**src/rtl/uart_tx_cfg_if.sv**
```systemverilog
// rtl/uart_tx_cfg_if.sv - handshake, config and serial line bundle of the UART transmitter
interface uart_tx_cfg_if #(
  parameter int D_BIT = 8
);
  logic             i_s_tick;
  logic             i_tx_start;
  logic [D_BIT-1:0] i_data;
  logic [1:0]       i_parity_mode;
  logic             i_two_stop;
  logic             o_tx_ready;
  logic             o_busy;
  logic             o_tx_done_tick;
  logic             o_tx;

  modport master (
    output i_s_tick, i_tx_start, i_data, i_parity_mode, i_two_stop,
    input  o_tx_ready, o_busy, o_tx_done_tick, o_tx
  );

  modport slave (
    input  i_s_tick, i_tx_start, i_data, i_parity_mode, i_two_stop,
    output o_tx_ready, o_busy, o_tx_done_tick, o_tx
  );
endinterface

```
**src/rtl/uart_tx_cfg.sv**
```systemverilog
// rtl/uart_tx_cfg.sv - buffered UART transmitter with configurable parity and stop bits
module uart_tx_cfg #(
  parameter int D_BIT      = 8,
  parameter int OVERSAMPLE = 16
) (
  input  logic         i_clk,
  input  logic         i_reset,
  uart_tx_cfg_if.slave bus
);
  localparam int TW = $clog2(2 * OVERSAMPLE);
  localparam int BW = $clog2(D_BIT);
  localparam logic [TW-1:0] ONE_BIT_LAST  = TW'(OVERSAMPLE - 1);
  localparam logic [TW-1:0] TWO_BIT_LAST  = TW'(2 * OVERSAMPLE - 1);
  localparam logic [BW-1:0] LAST_DATA_BIT = BW'(D_BIT - 1);

  typedef enum logic [2:0] {S_IDLE, S_START, S_DATA, S_PARITY, S_STOP} state_t;

  state_t           state_q, state_d;
  logic [TW-1:0]    tick_q, tick_d;
  logic [BW-1:0]    bit_q, bit_d;
  logic [D_BIT-1:0] shift_q, shift_d;
  logic             pen_q, pen_d;
  logic             par_q, par_d;
  logic             two_q, two_d;
  logic             hold_full_q, hold_full_d;
  logic [D_BIT-1:0] hold_data_q, hold_data_d;
  logic [1:0]       hold_mode_q, hold_mode_d;
  logic             hold_two_q, hold_two_d;
  logic             tx_q, tx_d;
  logic             done_q, done_d;

  logic             accept;
  logic             load;
  logic             bit_end;
  logic [TW-1:0]    tick_last;

  assign accept    = bus.i_tx_start && !hold_full_q;
  assign tick_last = (state_q == S_STOP && two_q) ? TWO_BIT_LAST : ONE_BIT_LAST;
  assign bit_end   = bus.i_s_tick && (tick_q == tick_last);

  // Next-state, counters, holding register and next line level
  always_comb begin
    state_d     = state_q;
    tick_d      = tick_q;
    bit_d       = bit_q;
    shift_d     = shift_q;
    pen_d       = pen_q;
    par_d       = par_q;
    two_d       = two_q;
    hold_full_d = hold_full_q;
    hold_data_d = hold_data_q;
    hold_mode_d = hold_mode_q;
    hold_two_d  = hold_two_q;
    done_d      = 1'b0;
    load        = 1'b0;
    tx_d        = 1'b1;

    if (state_q != S_IDLE && bus.i_s_tick) begin
      tick_d = bit_end ? '0 : tick_q + 1'b1;
    end

    case (state_q)
      S_IDLE: begin
        if (hold_full_q) load = 1'b1;
      end
      S_START: begin
        if (bit_end) state_d = S_DATA;
      end
      S_DATA: begin
        if (bit_end) begin
          shift_d = shift_q >> 1;
          if (bit_q == LAST_DATA_BIT) begin
            bit_d   = '0;
            state_d = pen_q ? S_PARITY : S_STOP;
          end else begin
            bit_d = bit_q + 1'b1;
          end
        end
      end
      S_PARITY: begin
        if (bit_end) state_d = S_STOP;
      end
      S_STOP: begin
        if (bit_end) begin
          done_d = 1'b1;
          if (hold_full_q) load = 1'b1;
          else             state_d = S_IDLE;
        end
      end
      default: state_d = S_IDLE;
    endcase

    // Frame config is taken from the holding register, never from live inputs
    if (load) begin
      state_d     = S_START;
      tick_d      = '0;
      bit_d       = '0;
      shift_d     = hold_data_q;
      pen_d       = ^hold_mode_q;
      par_d       = (^hold_data_q) ^ (hold_mode_q == 2'b10);
      two_d       = hold_two_q;
      hold_full_d = 1'b0;
    end

    if (accept) begin
      hold_full_d = 1'b1;
      hold_data_d = bus.i_data;
      hold_mode_d = bus.i_parity_mode;
      hold_two_d  = bus.i_two_stop;
    end

    case (state_d)
      S_START:  tx_d = 1'b0;
      S_DATA:   tx_d = shift_d[0];
      S_PARITY: tx_d = par_d;
      default:  tx_d = 1'b1;
    endcase
  end

  // State and datapath registers, cleared asynchronously
  always_ff @(posedge i_clk or posedge i_reset) begin
    if (i_reset) begin
      state_q     <= S_IDLE;
      tick_q      <= '0;
      bit_q       <= '0;
      shift_q     <= '0;
      pen_q       <= 1'b0;
      par_q       <= 1'b0;
      two_q       <= 1'b0;
      hold_full_q <= 1'b0;
      hold_data_q <= '0;
      hold_mode_q <= '0;
      hold_two_q  <= 1'b0;
      tx_q        <= 1'b1;
      done_q      <= 1'b0;
    end else begin
      state_q     <= state_d;
      tick_q      <= tick_d;
      bit_q       <= bit_d;
      shift_q     <= shift_d;
      pen_q       <= pen_d;
      par_q       <= par_d;
      two_q       <= two_d;
      hold_full_q <= hold_full_d;
      hold_data_q <= hold_data_d;
      hold_mode_q <= hold_mode_d;
      hold_two_q  <= hold_two_d;
      tx_q        <= tx_d;
      done_q      <= done_d;
    end
  end

  assign bus.o_tx           = tx_q;
  assign bus.o_tx_ready     = !hold_full_q;
  assign bus.o_busy         = (state_q != S_IDLE);
  assign bus.o_tx_done_tick = done_q;
endmodule

```
**src/flat_wrapper.sv**
```systemverilog
// flat-port wrapper written by rule: the top's interface ports become plain ports
module uart_tx_cfg_flat 
#(
  parameter int D_BIT      = 8,
  parameter int OVERSAMPLE = 16
)
  (i_clk, i_reset, bus_i_s_tick, bus_i_tx_start, bus_i_data, bus_i_parity_mode, bus_i_two_stop, bus_o_tx_ready, bus_o_busy, bus_o_tx_done_tick, bus_o_tx);
  uart_tx_cfg_if #(.D_BIT(D_BIT)) bus_i ();
  input  logic i_clk;
  input  logic i_reset;
  input wire logic [$bits(bus_i.i_s_tick)-1:0] bus_i_s_tick;
  input wire logic [$bits(bus_i.i_tx_start)-1:0] bus_i_tx_start;
  input wire logic [$bits(bus_i.i_data)-1:0] bus_i_data;
  input wire logic [$bits(bus_i.i_parity_mode)-1:0] bus_i_parity_mode;
  input wire logic [$bits(bus_i.i_two_stop)-1:0] bus_i_two_stop;
  output wire logic [$bits(bus_i.o_tx_ready)-1:0] bus_o_tx_ready;
  output wire logic [$bits(bus_i.o_busy)-1:0] bus_o_busy;
  output wire logic [$bits(bus_i.o_tx_done_tick)-1:0] bus_o_tx_done_tick;
  output wire logic [$bits(bus_i.o_tx)-1:0] bus_o_tx;
  assign bus_i.i_s_tick = bus_i_s_tick;
  assign bus_i.i_tx_start = bus_i_tx_start;
  assign bus_i.i_data = bus_i_data;
  assign bus_i.i_parity_mode = bus_i_parity_mode;
  assign bus_i.i_two_stop = bus_i_two_stop;
  assign bus_o_tx_ready = bus_i.o_tx_ready;
  assign bus_o_busy = bus_i.o_busy;
  assign bus_o_tx_done_tick = bus_i.o_tx_done_tick;
  assign bus_o_tx = bus_i.o_tx;
  uart_tx_cfg #(.D_BIT(D_BIT), .OVERSAMPLE(OVERSAMPLE)) u_core (.i_clk(i_clk), .i_reset(i_reset), .bus(bus_i));
endmodule
```
**config.mk**
```make
export PLATFORM = sky130hd
export DESIGN_NAME = uart_tx_cfg_flat
export DESIGN_NICKNAME = d
export VERILOG_FILES = /design/src/rtl/uart_tx_cfg_if.sv /design/src/rtl/uart_tx_cfg.sv /design/src/flat_wrapper.sv
export SDC_FILE = /design/constraint.sdc
export NUM_CORES = 1
export LEC_CHECK = 0
export BUFFER_PORTS_ARGS = -buffer_cell sky130_fd_sc_hd__buf_4
export CAP_MARGIN = 5
export CORE_MARGIN = 2
export CORE_UTILIZATION = 45
export CTS_BUF_LIST = sky130_fd_sc_hd__clkbuf_16
export CTS_CLUSTER_SIZE = 30
export DETAILED_ROUTE_END_ITERATION = 12
export PLACE_DENSITY_LB_ADDON = 0.15
export SLEW_MARGIN = 40
export SYNTH_ARGS = -nofsm -noshare
export SYNTH_HDL_FRONTEND = slang
export SYNTH_SLANG_ARGS = --single-unit
```
**constraint.sdc**
```tcl
create_clock -name i_clk -period 2 [get_ports i_clk]
set_input_delay 0.1 -clock i_clk [delete_from_list [all_inputs] [get_ports i_clk]]
set_output_delay 0.1 -clock i_clk [all_outputs]
set_load 0.005 [all_outputs]
```
; Word level (Yosys, flattened, before mapping)
; Cells that the tools add are included.
[totals]
register_bits = 36
in_bits = 15
out_inout_bits = 4
elab_cells = 70
[op_classes]
addsub = 2
eq_ne = 10
mux = 29
bitwise_logic = 1
reduce_logical = 14
[op_table]
columns = operator, n
row1 = 3-bit two-way mux, 12
row2 = 8-bit two-way mux, 3
row3 = 5-bit two-way mux, 4
row4 = 3-bit case mux with 5 select lines, 1
row5 = 3-bit by 2-bit == test with 1-bit output (second input constant), 4
row6 = 2-bit nonzero test, 4
row7 = 8-bit parity, 1
row8 = 1-bit two-way mux, 7
row9 = 3-bit by 1-bit == test with 1-bit output (second input constant), 2
row10 = 3-bit == test (second input constant), 2
row11 = 5-bit by 1-bit adder with 5-bit output (second input constant), 1
row12 = 5-bit == test, 1
row13 = 1-bit logical AND, 4
row14 = 3-bit by 1-bit adder with 3-bit output (second input constant), 1
row15 = 3-bit zero test, 1
row16 = 1-bit case mux with 3 select lines, 1
row17 = 3-bit nonzero test, 1
row18 = 2-bit == test (second input constant), 1
row19 = 1-bit case mux with 2 select lines, 1
row20 = 2-bit AND reduction, 1
row21 = 2-bit parity, 1
row22 = 1-bit zero test, 1
row23 = 1-bit bitwise XOR, 1

; Logic depth before layout (Yosys ltp)
[depth]
word_depth = 10
mapped_depth = 8
ltp_nobuf = 7

; Least setup slack after synthesis
; OpenSTA, ideal clock, no wires.
[synth_path]
kind = flip-flop to flip-flop
startpoint = register u_core.tick_q[0]
endpoint = register u_core.tick_q[4]
t_arrival_ns = 1.707
t_required_ns = 1.936
setup_slack_ns = 0.229
path_stages_with_launch = 9
n_path_buf = 2
period_less_slack_ns = 1.771
path_cell_list = dfrtp_1 > ha_1 > and4_1 > a21bo_2 > nor2b_1 > buf_4 > buf_4 > o21ai_0 > a22o_2
[synth_via]
elab_chain_len = 5
elab_cells_between_ends = 9
cone_classes = add/sub: 1 / eq/ne: 1 / mux: 5 / reduce/logical: 2
[synth_rtl]
columns = element, line_no
row1 = from (decl), uart_tx_cfg.sv:19  ; logic [TW-1:0] tick_q, tick_d;
row2 = from (signal assigned), uart_tx_cfg.sv:138  ; tick_q <= tick_d;
row3 = branches (longest 5 deep; another with 5-bit by 1-bit adder with 5-bit output), --
; Parallel ways; which one is timed is not known. The select of a mux whose other input is x is not followed.
; A chain may end at the register's enable or synchronous reset.

; Worst setup path after layout
[layout_path]
startpoint = register u_core.tick_q[0]
endpoint = register u_core.shift_q[5]
[layout_via]
elab_chain_len = 6
elab_cells_between_ends = 8
cone_classes = eq/ne: 1 / mux: 3 / reduce/logical: 4
[layout_rtl]
columns = element, line_no
row1 = 5-bit == test (*), uart_tx_cfg.sv:39  ; assign bit_end = bus.i_s_tick && (tick_q == tick_last);
row2 = 1-bit logical AND (*), uart_tx_cfg.sv:39
row3 = 1-bit two-way mux, uart_tx_cfg.sv:84  ; if (bit_end) begin
row4 = 1-bit case mux with 2 select lines, uart_tx_cfg.sv:62  ; case (state_q)
row5 = 2-bit nonzero test (no source line), --
row6 = 2-bit AND reduction (no source line), --
row7 = to (signal assigned), uart_tx_cfg.sv:140  ; shift_q <= shift_d;
row8 = to (decl), uart_tx_cfg.sv:21  ; logic [D_BIT-1:0] shift_q, shift_d;
; Every way passes the cells marked *; elsewhere a longest branch is shown, timed or not.

==> impl_metrics.yaml <==
synthesis:
  synth_compound_area_share_pct: 13.7
  ys_seq_elements: 36
  ys_seq_area_share_pct: 50.5
  synthSimpleGateAreaFrac_pct: 14.1
  synth-edff-count: 0
  synthMuxAreaShare_pct: 11.1
  async_reset_ff_share_pct: 100
  avgSynthCellArea_um2: 11.3
  yosys_warnings: 0
  synth_nets: 177
  synth_area_leader_cell: "dfrtp_1"
  synthAdderAreaFrac_pct: 2.80
  ys_top_cells_by_area: "dfrtp_1 49%, mux2_2 6.9%, xnor2_1 3.9%"
  synthCells: 158
  synth.distinct_cells: 41
  syn-cell-area_um2: 1790
  synth_xor_area_share_pct: 4.41
  synth_top_family_by_area: "simple AND/OR/NAND/NOR gates"
  netlist.area_leader.share_pct: 49.0
  ys.flop_type: "dfrtp_1"
clock_network:
  cts_max_level: 2
  clk_latency_ns: 0.27
  ctsRootBufferMaster: "clkbuf_16"
  cts_tree: "done"
  clock-sinks: 36
  cts_setup_buffers: 0
  numCtsBuffers: 5
  clkTransAtPathRegs_ns: 0.05
  clockBufferDepth: 2
cells_and_area:
  nNetsFinal: 201
  drive_gt1_share_pct: 30.6
  antenna_cells: 0
  final_area_um2: 2130
  final_core_util_pct: 56.9
  syn_to_final_growth_pct: 19.2
placement:
  hpwl_mm: 2.36
  place_area_um2: 1970
  numPortBuffers: 18
  place.gp.congestion: 0.901
flow_run:
  drv_cap: 0
timing:
  period_needed_ns: 1.89
  fin_crit_sh_pct: 94.7
  rsz0062_at_grt: "false"
  drv_slew: 0
  setup_viol: 0
  tightest_slew_ns: 0.456
  maxSlewHeadroom_pct: 69.6
  finClkSkew_ns: 0.00299
  hold_violations: 0
  clock.fmax_mhz: 528
  setup_tns_ns: 0
worst_setup_path:
  critPathArrivalTime_ns: 2.06
  cp.required_ns: 2.16
  worstPathMaxFanout: 12
  cp-end-kind: "flip-flop"
  startpoint_type: "flip-flop"
  critPathKind: "reg2reg"
power_and_ir_drop:
  clkPwrFrac_pct: 36.8
  switching_share_pct: 25.1
  leakagePower_nw: 1.05
  peakVddDrop_mv: 0.556
  power_per_cell_area_nw_per_um2: 908
  switchingPower_mw: 0.486
  pwr-share-seq_pct: 46.9
  p_total_mw: 1.93
  p_comb_share_pct: 16.4
  p_int_mw: 1.45
detailed_routing:
  post_drt_wl_per_cell_um: 14.6
  drc: 0
  vias_per_cell: 5.44
  drt-initial-drc-count: 63
  dr_total_vias: 1256
  wirelength_mm: 3.38
  ant_nets: 0
  dr.pass1.iters: 4
global_route:
  first_global_vias: 1221
  grt_start_max_net_pins: 37
  gr-total-overflow: 0
  grt_pass1_wl_mm: 5.79
  track_usage_pct: 17.9
  antenna_found_initial: 0
floorplanning:
  io-pin-count: 19
  coreArea_um2: 3740
  die_area_um2: 4490
  die_w_um: 67.0
  die_y_um: 67.0
  core.rowCount: 22
  start_util_pct: 47.7
outcome:
  status: "finished clean"
hold_path:
  hp-class: "in2reg"
-- sequential cells by signal, indices dropped and copies added (netlist names), 2 cells and up --
register            count
u_core.bit_q            3
u_core.hold_data_q      8
u_core.hold_mode_q      2
u_core.shift_q          8
u_core.state_q          3
u_core.tick_q           5
-- through the flow --
stage | hold slack (ns) | std cells | setup slack (ns)
after CTS | 0.0302 | 231 | 0.0397
after global routing | 0.0518 | 231 | 0.0342
after detailed placement | 0.235 | 222 | 0.00770
after floorplan | 0.217 | 158 | 0.229
after global placement | 0.232 | 222 | 0.106
final | 0.0438 | 231 | 0.107
-- layout by cell type (no fill, tap or decap), types with 2 or more instances in the layout --
master | synthesis | layout
nand2_1 | 12 | 12
nor2_1 | 13 | 13
mux2_2 | 11 | 11
inv_1 | 4 | 6
a31o_2 | 2 | 2
xnor2_1 | 8 | 8
clkbuf_16 | 0 | 5
and4b_1 | 2 | 2
dfrtp_1 | 35 | 35
a21o_1 | 6 | 6
nor2b_1 | 4 | 3
a21oi_1 | 2 | 2
a22o_1 | 6 | 6
mux2i_1 | 6 | 6
nand3_1 | 4 | 4
a22o_2 | 3 | 3
ha_1 | 4 | 3
buf_4 | 2 | 23
o21ai_0 | 8 | 8
-- cells in the mapped netlist, types with 4 or more instances --
cell,instances
ha_1,4
mux2i_1,6
inv_1,4
dfrtp_1,35
nor2b_1,4
xnor2_1,8
o21ai_0,8
a21o_1,6
nand3_1,4
nor2_1,13
a22o_1,6
nand2_1,12
mux2_2,11
-- worst max-delay path, cell delays in order (launching register included) --
cell and delay (ns):
dfrtp_1 0.40, ha_2 0.22, and4_4 0.20, a21bo_2 0.20
nor2b_2 0.19, buf_4 0.18, a22o_1 0.24, a21o_1 0.15
-- layer usage --
| metal | global-route usage [%] | wire length (um) |
|---|---|---|
| met5 | 0 | 0 |
| met4 | 8.16 | 71 |
| met3 | 6.59 | 152 |
| met2 | 27.0 | 1600 |
| met1 | 22.6 | 1560 |
-- worst paths after layout --
check | cells after the start | endpoint | startpoint | slack (ns)
worst max-delay path | 7 | u_core.shift_q[5]$_DFFE_PP0P_ | u_core.tick_q[0]$_DFFE_PP0P_ | 0.11
worst min-delay path | 3 | u_core.hold_mode_q[0]$_DFFE_PP0P_ | bus_i_parity_mode[0] | 0.04
worst max register to register | 7 | u_core.shift_q[5]$_DFFE_PP0P_ | u_core.tick_q[0]$_DFFE_PP0P_ | 0.11
worst min register to register | 2 | u_core.par_q$_DFF_PP0_ | u_core.par_q$_DFF_PP0_ | 0.48
max in group asynchronous | 4 | u_core.bus.o_tx$_DFF_PP1_ | i_reset | 1.16
min in group asynchronous | 4 | u_core.hold_mode_q[1]$_DFFE_PP0P_ | i_reset | 0.49
-- power by group through the flow --
stage          Sequential (mW)  Combinational, mW  Clock (mW)
2_1_floorplan            0.888              0.244           0
3_3_place_gp             0.908              0.297           0
3_5_place_dp             0.913              0.314           0
4_1_cts                  0.902              0.320       0.731
5_1_grt                  0.918              0.357       0.760
6_report                 0.906              0.317       0.711
-- repair_timing --
action / 4_1_cts / 5_1_grt
hold buffers: 1 / 0
resized for setup: 1 / 3
hold endpoints to repair: 35 / 0
setup endpoints to repair: 1 / 9
-- area by class of cell --
class,instances,area (um2)
Inverter,4,15.0
Fill cell,342,1610
Sequential cell,36,902
Tap cell,48,60.1
Clock buffer,5,125
Multi-Input combinational cell,111,833
Timing Repair Buffer,24,183
Clock inverter,3,11.3
-- logic make-up (layout without fill, tap and decap cells) --
family	count (synthesis)	count (layout)
AO/OA/AOI/OAI	33	33
XOR/XNOR	9	9
adder cells (fa/ha/maj)	4	4
buffers and inverters	11	36
flip-flops	36	36
multiplexers	18	18
AND/OR/NAND/NOR	47	47
(Power assumes the default switching activity.)
